--- config.mk ---
export PLATFORM = sky130hd
export DESIGN_NAME = encoder_scan_n
export DESIGN_NICKNAME = d
export VERILOG_FILES = /design/src/rtl/encoder_scan_n.sv
export SDC_FILE = /design/constraint.sdc
export NUM_CORES = 1
export LEC_CHECK = 0
export BUFFER_PORTS_ARGS = -buffer_cell sky130_fd_sc_hd__buf_2
export CORE_MARGIN = 2
export CORE_UTILIZATION = 45
export CTS_CLUSTER_SIZE = 10
export DETAILED_ROUTE_END_ITERATION = 10
export PLACE_DENSITY = 0.71
export SLEW_MARGIN = 0
export SYNTH_ARGS = -nofsm -noshare
export SYNTH_HDL_FRONTEND = slang
export SYNTH_SLANG_ARGS = --single-unit
--- constraint.sdc ---
create_clock -name clk -period 2.6 [get_ports clk]
set_input_delay 0.13 -clock clk [delete_from_list [all_inputs] [get_ports clk]]
set_output_delay 0.13 -clock clk [all_outputs]
set_load 0.01 [all_outputs]
--- src/rtl/encoder_scan_n.sv ---
// encoder_scan_n: captures a multi-hot request vector and serves the index of
//   each set bit, one per valid/ready handshake, in priority order.
// Latency: first index is valid 1 cycle after load; one index per cycle with ready high.
// Backpressure: while ready=0, Yout and the pending set hold; load is ignored while busy.
//
// Ports:
//   clk, rst      rising-edge clock, synchronous active-high reset
//   load, Xin     capture request (honoured only when idle) and request vector
//   Yout, valid   index currently offered and its qualifier
//   ready         consumer accepts Yout this cycle when valid=1
//   busy          high while scanning (equals valid)
//   zero, done    one-cycle pulses: empty vector loaded / last index accepted
module encoder_scan_n #(
  parameter int WIDTH     = 8,
  parameter int IDX_W     = 3,
  parameter bit MSB_FIRST = 1'b0
) (
  input  logic             clk,
  input  logic             rst,
  input  logic             load,
  input  logic [WIDTH-1:0] Xin,
  output logic [IDX_W-1:0] Yout,
  output logic             valid,
  input  logic             ready,
  output logic             busy,
  output logic             zero,
  output logic             done
);

  typedef enum logic {
    IDLE = 1'b0,
    SCAN = 1'b1
  } state_t;

  state_t           state_q, state_d;
  logic [WIDTH-1:0] pend_q, pend_d;
  logic             zero_q, zero_d;
  logic             done_q, done_d;

  logic [IDX_W-1:0] sel_idx;
  logic [WIDTH-1:0] sel_mask;
  logic [WIDTH-1:0] pend_left;

  // Priority select over the pending register. The loop direction makes the
  // last hit the winner, so the winning bit is the first one in scan order.
  // pend_q is zero whenever idle, so sel_idx is 0 there as well.
  always_comb begin
    sel_idx  = '0;
    sel_mask = '0;
    if (MSB_FIRST) begin
      for (int i = 0; i < WIDTH; i++) begin
        if (pend_q[i]) begin
          sel_idx     = IDX_W'(i);
          sel_mask    = '0;
          sel_mask[i] = 1'b1;
        end
      end
    end else begin
      for (int i = WIDTH - 1; i >= 0; i--) begin
        if (pend_q[i]) begin
          sel_idx     = IDX_W'(i);
          sel_mask    = '0;
          sel_mask[i] = 1'b1;
        end
      end
    end
  end

  assign pend_left = pend_q & ~sel_mask;

  always_comb begin
    state_d = state_q;
    pend_d  = pend_q;
    zero_d  = 1'b0;
    done_d  = 1'b0;
    case (state_q)
      IDLE: begin
        if (load) begin
          if (|Xin) begin
            pend_d  = Xin;
            state_d = SCAN;
          end else begin
            zero_d = 1'b1;
          end
        end
      end
      SCAN: begin
        if (ready) begin
          pend_d = pend_left;
          if (pend_left == '0) begin
            state_d = IDLE;
            done_d  = 1'b1;
          end
        end
      end
      default: begin
        state_d = IDLE;
        pend_d  = '0;
      end
    endcase
  end

  always_ff @(posedge clk) begin
    if (rst) begin
      state_q <= IDLE;
      pend_q  <= '0;
      zero_q  <= 1'b0;
      done_q  <= 1'b0;
    end else begin
      state_q <= state_d;
      pend_q  <= pend_d;
      zero_q  <= zero_d;
      done_q  <= done_d;
    end
  end

  // Every output decodes only registered state; nothing flows from Xin.
  assign Yout  = sel_idx;
  assign valid = (state_q == SCAN);
  assign busy  = (state_q == SCAN);
  assign zero  = zero_q;
  assign done  = done_q;

endmodule

==> results of run 1 <==
-- registers in the layout (all words and copies together), names as in the netlist --
signal and cells:
done 1, zero 1, busy 1, pend_q 8
-- cells in the final DEF, fill, tap and decap left out, drive strengths merged --
master / instances
buf: 19
dfxtp: 11
nor2: 10
a21oi: 8
nand2b: 5
o21ai: 5
or4: 5
nand2: 4
clkbuf: 4
inv: 3
nor3: 3
a32oi: 3
a2111oi: 2
and3: 2
nand3b: 2
a21boi: 1
o21bai: 1
nor2b: 1
a22oi: 1
or3b: 1
a221o: 1
a221oi: 1
nand3: 1
o21a: 1
o31ai: 1
nor4: 1
a222oi: 1
-- kinds of logic after synthesis --
kind of cell	synth area share
simple gates	0.309
compound gates	0.285
flops	0.351
buf+inv	0.0558
-- worst max-delay path: cells and delay by family, from the launching register on --
family / cells / cell delay [ns]
flip-flops: 1 / 0.38
AO/OA/AOI/OAI: 1 / 0.26
AND/OR/NAND/NOR: 3 / 1.18
-- final cells by class --
class,instances,area [um^2]
Multi-Input combinational cell,61,373
Clock buffer,4,26.3
Inverter,3,11.3
Sequential cell,11,220
Tap cell,15,18.8
Fill cell,139,554
Timing Repair Buffer,19,97.6
-- report_power, final --
group	switching, mW	internal [mW]	total, mW
sequential	0.0194	0.180	0.199
clock	0.0603	0.0594	0.120
combinational	0.0588	0.0516	0.110
total	0.138	0.291	0.429
-- stage by stage --
stage / power, mW / setup slack [ns] / cell area (um^2)
detailed placement: 0.312 / 0.686 / 721
global route: 0.460 / 0.562 / 747
global placement: 0.310 / 0.747 / 721
floorplan: 0.276 / 0.794 / 628
finish: 0.429 / 0.659 / 747
CTS: 0.435 / 0.679 / 747
-- worst paths after layout --
check	from	to	slack, ns	cells after the start
min reg2reg	pend_q[3]	pend_q[3]	0.55	2
max reg2reg	pend_q[0]	pend_q[7]	0.66	4
min	Xin[5]	pend_q[5]	0.08	3
max	pend_q[0]	pend_q[7]	0.66	4
-- layer usage --
metal / up-vias / track usage / share of wire
li1: 337 / - / -
met1: 320 / 0.302 / 0.46
met2: 26 / 0.363 / 0.46
met3: 4 / 0.0638 / 0.069
met4: 0 / 0.137 / 0.012
met5: - / 0 / 0
==> impl_metrics.tcl, run 1 <==
set metrics [dict create \
    crit_type "reg2reg" \
    cts_tree "built" \
    synth_top_cell_area_share 0.351 \
    drive_gt1_frac 0.245 \
    finish.utilization 0.574 \
    p_leak_nw 0.301 \
    cap_violations 0 \
    vdd_drop_max_uv 277 \
    start_kind "flip-flop" \
    tightest_slew_ns 0.429 \
    finalSetupViolCount 0 \
    dieHeight_um 41.4 \
    yosys_register_bits 11 \
    powerDensity_nw_per_um2 575 \
    n_antenna_cell 0 \
    insertion_delay_ns 0.27 \
    fmax_mhz 515 \
    grt_pass1_wl_mm 2.52 \
    viasPerCell 6.08 \
    clk_pin_slew_ns 0.07 \
    synth_common_cells "11 x dfxtp_1, 10 x nor2_1, 8 x a21oi_1, 5 x nand2b_1" \
    ys.flop_type "dfxtp_1" \
    cts_made_buffers 3 \
    rsz0062_at_grt "no" \
    cpMaxStageDelayCell "or4_1" \
    finalNonFillerCells 113 \
    hold_path.class "in2reg" \
    netlist_top_cells_area "dfxtp_1 35%, a21oi_1 6.4%, nor2_1 6.0%" \
    dp_hpwl_mm 1.14 \
    place.gp.congestion 0.857 \
    antenna_found_initial 0 \
    start_util 0.483 \
    dpl.cell_count 109 \
    clock-skew-final_ns 0.000397 \
    finalCritPeriodShare 0.747 \
    firstDrtPassIters 4 \
    routedWlPerCell_um 14.4 \
    num_io_pins 19 \
    syn_area_um2 628 \
    cts.path.max_buffers 2 \
    drc 0 \
    hold_viol 0 \
    track_usage 0.239 \
    core.rowCount 13 \
    nets 111 \
    area_growth_pct 18.9 \
    required_ns 2.75 \
    wirelength_mm 1.63 \
    syn_area_per_cell_um2 7.85 \
    path_cells "or4_1, or4_4, a222oi_1, nor3_1" \
    finalMaxSlewViolations 0 \
    critPathMaxFanout 7 \
    ys_seq_area_frac 0.351 \
    synth_nets 92 \
    portBuffers 18 \
    synth_edf_count 0 \
    yosysTopAreaCell "dfxtp_1" \
    grt_pass1_vias 579 \
    hold-worst-slack_ns 0.0773 \
    async_reset_ff_frac 0 \
    cts.sinks 11 \
    grt_max_degree 15 \
    final_antenna_net_count 0 \
    dr_total_vias 687 \
    grt_overflow 0 \
    yosysMostFrequentCell "dfxtp_1" \
    setup_tns_ns 0 \
    cts_resized 0 \
    post-route-min-period_ns 1.94 \
    ys_warn_count 0 \
    syn_inst 80 \
    cts-root-buf "clkbuf_4" \
    ys_types 30 \
    worst_path_largest_cell_delay_ns 0.65 \
    core_um2 1300 \
    cts_hold_buf 0 \
    chipWidth_um 41.4 \
    drt_iter0_drc 33 \
    dieArea_um2 1710 \
    slew_headroom 0.714 \
    htree_levels 1 \
    post_cts_buffers 0 \
    cp.arrival_ns 2.10 \
    status "completed" \
    cp-end-kind "flip-flop" \
]
(Power assumes the default switching activity.)
==> run 2: changes to the inputs <==
--- a/config.mk
+++ b/config.mk
@@ -7,7 +7,7 @@
 export LEC_CHECK = 0
 export BUFFER_PORTS_ARGS = -buffer_cell sky130_fd_sc_hd__buf_2
 export CORE_MARGIN = 2
-export CORE_UTILIZATION = 45
+export CORE_UTILIZATION = 43
 export CTS_CLUSTER_SIZE = 10
 export DETAILED_ROUTE_END_ITERATION = 10
 export PLACE_DENSITY = 0.71
==> constraint.sdc (replaced) <==
create_clock -name clk -period 1.6 [get_ports clk]
set_input_delay 0.08 -clock clk [delete_from_list [all_inputs] [get_ports clk]]
set_output_delay 0.08 -clock clk [all_outputs]
set_load 0.01 [all_outputs]
==> run 2 against run 1 <==
Largest cell class unchanged. Final area increased by 12%. Setup slack lost 0.84 ns. Combinational power increased by 120%. Sequential share of layout area fell by 3.1 points. Non-clock buffer count up 9. Utilization increased by 5.3 points. Maximum frequency increased by 9.0%. Wire length grew 4.7%. First-iteration DRC count is 27% lower. Sequential power rose by 59%. Critical path depth unchanged. The run now ends with setup timing left. Flip-flop and latch count is the same.
==> impl_metrics.tcl, run 2 (synthesized netlist as in run 1, its figures left out) <==
set metrics [dict create \
    status "finished with violations" \
    violations "setup timing" \
    largest_register_ffs 8 \
    viasPerCell 5.80 \
    r2r-start "pend_q[3]" \
    tightest_slew_ns 0.340 \
    dpl.cell_count 117 \
    rsz0062_at_grt "yes" \
    finalNonFillerCells 122 \
    endpoint "pend_q[7]" \
    crit_type "reg2reg" \
    critPathMaxFanout 5 \
    cts_made_buffers 3 \
    place.gp.congestion 0.767 \
    firstDrtPassIters 4 \
    grt_overflow 0 \
    final_antenna_net_count 0 \
    finish.utilization 0.627 \
    dp_hpwl_mm 1.18 \
    p_leak_nw 0.349 \
    grt_max_degree 15 \
    hold-worst-slack_ns 0.0170 \
    r2r-end "pend_q[7]" \
    antenna_found_initial 0 \
    n_antenna_cell 0 \
    cts.sinks 11 \
    totalPowerFinal_uw 750 \
    most-common-layout-cells "18 x buf_2, 11 x dfxtp_1, 10 x nor2_1" \
    wirelength_mm 1.70 \
    routedWlPerCell_um 14.0 \
    slew_headroom 0.773 \
    grt_pass1_wl_mm 2.67 \
    clk_pin_slew_ns 0.08 \
    dpl_cell_area_um2 781 \
    dr_total_vias 708 \
    start_kind "flip-flop" \
    cp.arrival_ns 1.94 \
    hold_path.class "in2reg" \
    cp-end-kind "flip-flop" \
    post-route-min-period_ns 1.78 \
    multi_input_area_um2 390 \
    vdd_drop_max_uv 435 \
    track_usage 0.198 \
    core.rowCount 13 \
    final_common_cell "buf_2" \
    clock-skew-final_ns 0.00525 \
    finalMaxSlewViolations 0 \
    start_util 0.471 \
    reg2reg_depth 4 \
    required_ns 1.76 \
    cts-root-buf "clkbuf_4" \
    finalCritPeriodShare 1.11 \
    cap_violations 0 \
    place_ws_ns -0.188 \
    powerDensity_nw_per_um2 898 \
    drc 0 \
    grt_pass1_vias 654 \
    dieArea_um2 1780 \
    drive_gt1_frac 0.346 \
    crit_start "pend_q[3]" \
    cts_tree "built" \
    area_growth_pct 33.1 \
    drt_iter0_drc 24 \
    fmax_mhz 562 \
    cts_hold_buf 0 \
    min_from "Xin[4]" \
    num_io_pins 19 \
    worst_slack_ns -0.180 \
    chipWidth_um 42.2 \
    finalSetupViolCount 5 \
    nets 120 \
    rrSetupSlack_ns -0.18 \
    portBuffers 18 \
    fillers 130 \
    hold_viol 0 \
    finish.instance_area_um2 836 \
    dieHeight_um 42.2 \
    max_flop_register "pend_q" \
    cts.path.max_buffers 2 \
    regArea_um2 220 \
    insertion_delay_ns 0.27 \
    htree_levels 1 \
    core_um2 1330 \
    setup_tns_ns -0.577 \
]
-- run 2: cell types whose count changed in the layout (fill, tap and decap cells not counted), sizes merged --
cell / delta
buf: +9
-- run 2: power breakdown --
part | switching (mW) | leakage [nW] | internal, mW
registers | 0.0253 | 0.0902 | 0.292
clock network | 0.0981 | 0.0150 | 0.0965
logic | 0.116 | 0.243 | 0.122
-- run 2: what timing repair did --
action / CTS / global route
endpoints found under the setup margin: 5 / 6
gates resized for setup: 5 / 1
pin swaps: 2 / 4
setup buffers: 1 / 0
-- run 2: worst max-delay path: stages (launching register included) --
cell	delay (ns)
dfxtp_1	0.32
or4_4	0.57
or4_4	0.43
a222oi_1	0.28
nor3_1	0.08
-- run 2: worst min-delay path by stage --
stage,slack (ns),endpoint,cells past startpoint
after floorplan,0.19,pend_q[5],2
after global placement,0.29,pend_q[4],3
after detailed placement,0.30,pend_q[4],3
after CTS,0.01,pend_q[4],3
after global routing,0.03,pend_q[4],3
final,0.02,pend_q[4],3
-- run 2: layout make-up --
class / instances / area share
inverters: 3 / 0.0135
multi-input cells: 61 / 0.467
repair buffers: 28 / 0.202
clock buffers: 4 / 0.0314
flip-flops and latches: 11 / 0.263
well taps: 15 / 0.0225
-- run 2: layer usage --
metal  share of wire  up-vias  routed length (um)  GRT usage
met4          0.0076        0                  13      0.113
met2            0.47       21                 809      0.335
met5               0        -                   0          0
met3           0.065        2                 110     0.0517
li1                -      357                   -          -
met1            0.45      328                 769      0.221
==> run 3: changes to the inputs <==
--- a/config.mk
+++ b/config.mk
@@ -11,6 +11,7 @@
 export CTS_CLUSTER_SIZE = 10
 export DETAILED_ROUTE_END_ITERATION = 10
 export PLACE_DENSITY = 0.71
+export REMOVE_ABC_BUFFERS = 1
 export SLEW_MARGIN = 0
 export SYNTH_ARGS = -nofsm -noshare
 export SYNTH_HDL_FRONTEND = slang
==> run 3 against run 2 <==
The flow still finishes with violations (setup timing). Cell count up 1.6%. Global-route usage up 1.6 points. Setup slack better by 0.026 ns. Sequential power about the same. First-iteration DRC count down 63%. Maximum frequency up 1.5%. Wire length up 6.2%. Largest cell class unchanged. Largest power group unchanged.
==> impl_metrics.tcl, run 3 (synthesized netlist as in run 1, its figures left out) <==
set metrics [dict create \
    core_um2 1330 \
    path_common_cell "or4_4" \
    drive_gt1_frac 0.367 \
    most-common-layout-cells "18 x buf_2, 11 x buf_4, 10 x nor2_1, 10 x dfxtp_1, 7 x a21oi_1" \
    cpLargestDelayFamily "simple AND/OR/NAND/NOR gates" \
    cap_violations 0 \
    vdd_drop_max_uv 408 \
    violations "setup timing" \
    critPathMaxFanout 6 \
    hold_path.class "in2reg" \
    cts_made_buffers 3 \
    rsz0062_at_grt "yes" \
    final_common_cell "buf_2" \
    drc 0 \
    p_leak_nw 0.360 \
    chipWidth_um 42.2 \
    cp.arrival_ns 1.91 \
    dieHeight_um 42.2 \
    n_antenna_cell 0 \
    cts.path.max_buffers 2 \
    dp_hpwl_mm 1.27 \
    htree_levels 1 \
    num_io_pins 19 \
    cpMaxStageDelayCell "or4_4" \
    hold_viol 0 \
    required_ns 1.76 \
    worst_path_largest_cell_delay_ns 0.56 \
    largest_register_ffs 8 \
    start_kind "flip-flop" \
    start_util 0.471 \
    portBuffers 18 \
    hold-worst-slack_ns 0.0401 \
    finalMaxSlewViolations 0 \
    worst_slack_ns -0.154 \
    dr_total_vias 709 \
    grt_pass1_vias 610 \
    routedWlPerCell_um 14.6 \
    track_usage 0.214 \
    cts_hold_buf 0 \
    nets 122 \
    clock-skew-final_ns 0.00373 \
    slew_headroom 0.703 \
    grt_max_degree 15 \
    grt_overflow 0 \
    crit_type "reg2reg" \
    antenna_found_initial 0 \
    cts_tree "built" \
    grt_pass1_wl_mm 2.82 \
    wirelength_mm 1.81 \
    cp-end-kind "flip-flop" \
    insertion_delay_ns 0.27 \
    place.gp.congestion 0.775 \
    status "finished with violations" \
    core.rowCount 13 \
    cts.sinks 11 \
    area_growth_pct 35.7 \
    worst-path-buf-inv 0 \
    drt_iter0_drc 9 \
    finalSetupViolCount 5 \
    path_cells "or4_4, or4_4, a222oi_1, nor3_1" \
    clk_pin_slew_ns 0.07 \
    post-route-min-period_ns 1.75 \
    powerDensity_nw_per_um2 893 \
    finalCritPeriodShare 1.10 \
    final_antenna_net_count 0 \
    cts-root-buf "clkbuf_4" \
    firstDrtPassIters 4 \
    viasPerCell 5.72 \
    tightest_slew_ns 0.434 \
    setup_tns_ns -0.631 \
    dieArea_um2 1780 \
    fmax_mhz 570 \
    max_flop_register "pend_q" \
]
## run 3: cell count changes in the layout (fill, tap and decap cells not counted)
cell,previous run,this run
or3b_4,0,1
a21oi_2,2,1
a221oi_2,0,1
dfxtp_2,0,1
a221oi_1,1,0
a2111oi_2,1,0
a2111oi_1,0,1
a21oi_1,6,7
dfxtp_1,11,10
or3b_1,1,0
buf_4,9,11
## run 3: worst paths after layout
check | start | end | slack (ns) | cells past startpoint
setup / recovery | pend_q[0] | pend_q[7] | -0.15 | 4
hold / removal | Xin[5] | pend_q[5] | 0.04 | 3
setup reg to reg | pend_q[0] | pend_q[7] | -0.15 | 4
hold reg to reg | pend_q[5] | pend_q[5] | 0.58 | 2
## run 3: cell type report
type	instances	area [um^2]
Tap cell	15	18.8
Multi-Input combinational cell	61	390
Sequential cell	11	221
Fill cell	130	482
Timing Repair Buffer	30	184
Inverter	3	11.3
Clock buffer	4	26.3
## run 3: power breakdown
group	internal (mW)	switching (mW)	total, mW
combinational	0.129	0.121	0.249
sequential	0.292	0.0223	0.315
clock	0.0967	0.0999	0.197
## run 3: through the flow
stage / utilization / instance area, um^2 / setup slack, ns / power (mW) / std cells
floorplan: - / 604 / -0.184 / 0.437 / 75
global placement: 0.591 / 788 / -0.148 / 0.533 / 118
detailed placement: 0.591 / 788 / -0.196 / 0.539 / 118
CTS: 0.614 / 818 / -0.140 / 0.739 / 122
global route: 0.639 / 852 / -0.248 / 0.802 / 124
finish: 0.639 / 852 / -0.154 / 0.761 / 124
## run 3: tightest hold or removal path, delay by kind of cell
family                 cells  cell delay [ns]
and+or+nand+nor            1             0.05
buffers and inverters      1             0.09
AOI/OAI and AO/OA          1             0.06
## run 3: repair_timing
item,CTS,global route
pin swaps,2,1
setup buffers,0,2
gates resized for setup,1,6
endpoints found under the hold margin,0,0
endpoints found under the setup margin,5,5
## run 3: routing by layer
| metal | share of wire | global-route usage | routed length [um] | vias up |
|---|---|---|---|---|
| li1 | - | - | - | 361 |
| met1 | 0.43 | 0.280 | 781 | 321 |
| met2 | 0.50 | 0.332 | 899 | 23 |
| met3 | 0.053 | 0.0431 | 96 | 4 |
| met4 | 0.019 | 0.106 | 34 | 0 |
| met5 | 0 | 0 | 0 | - |
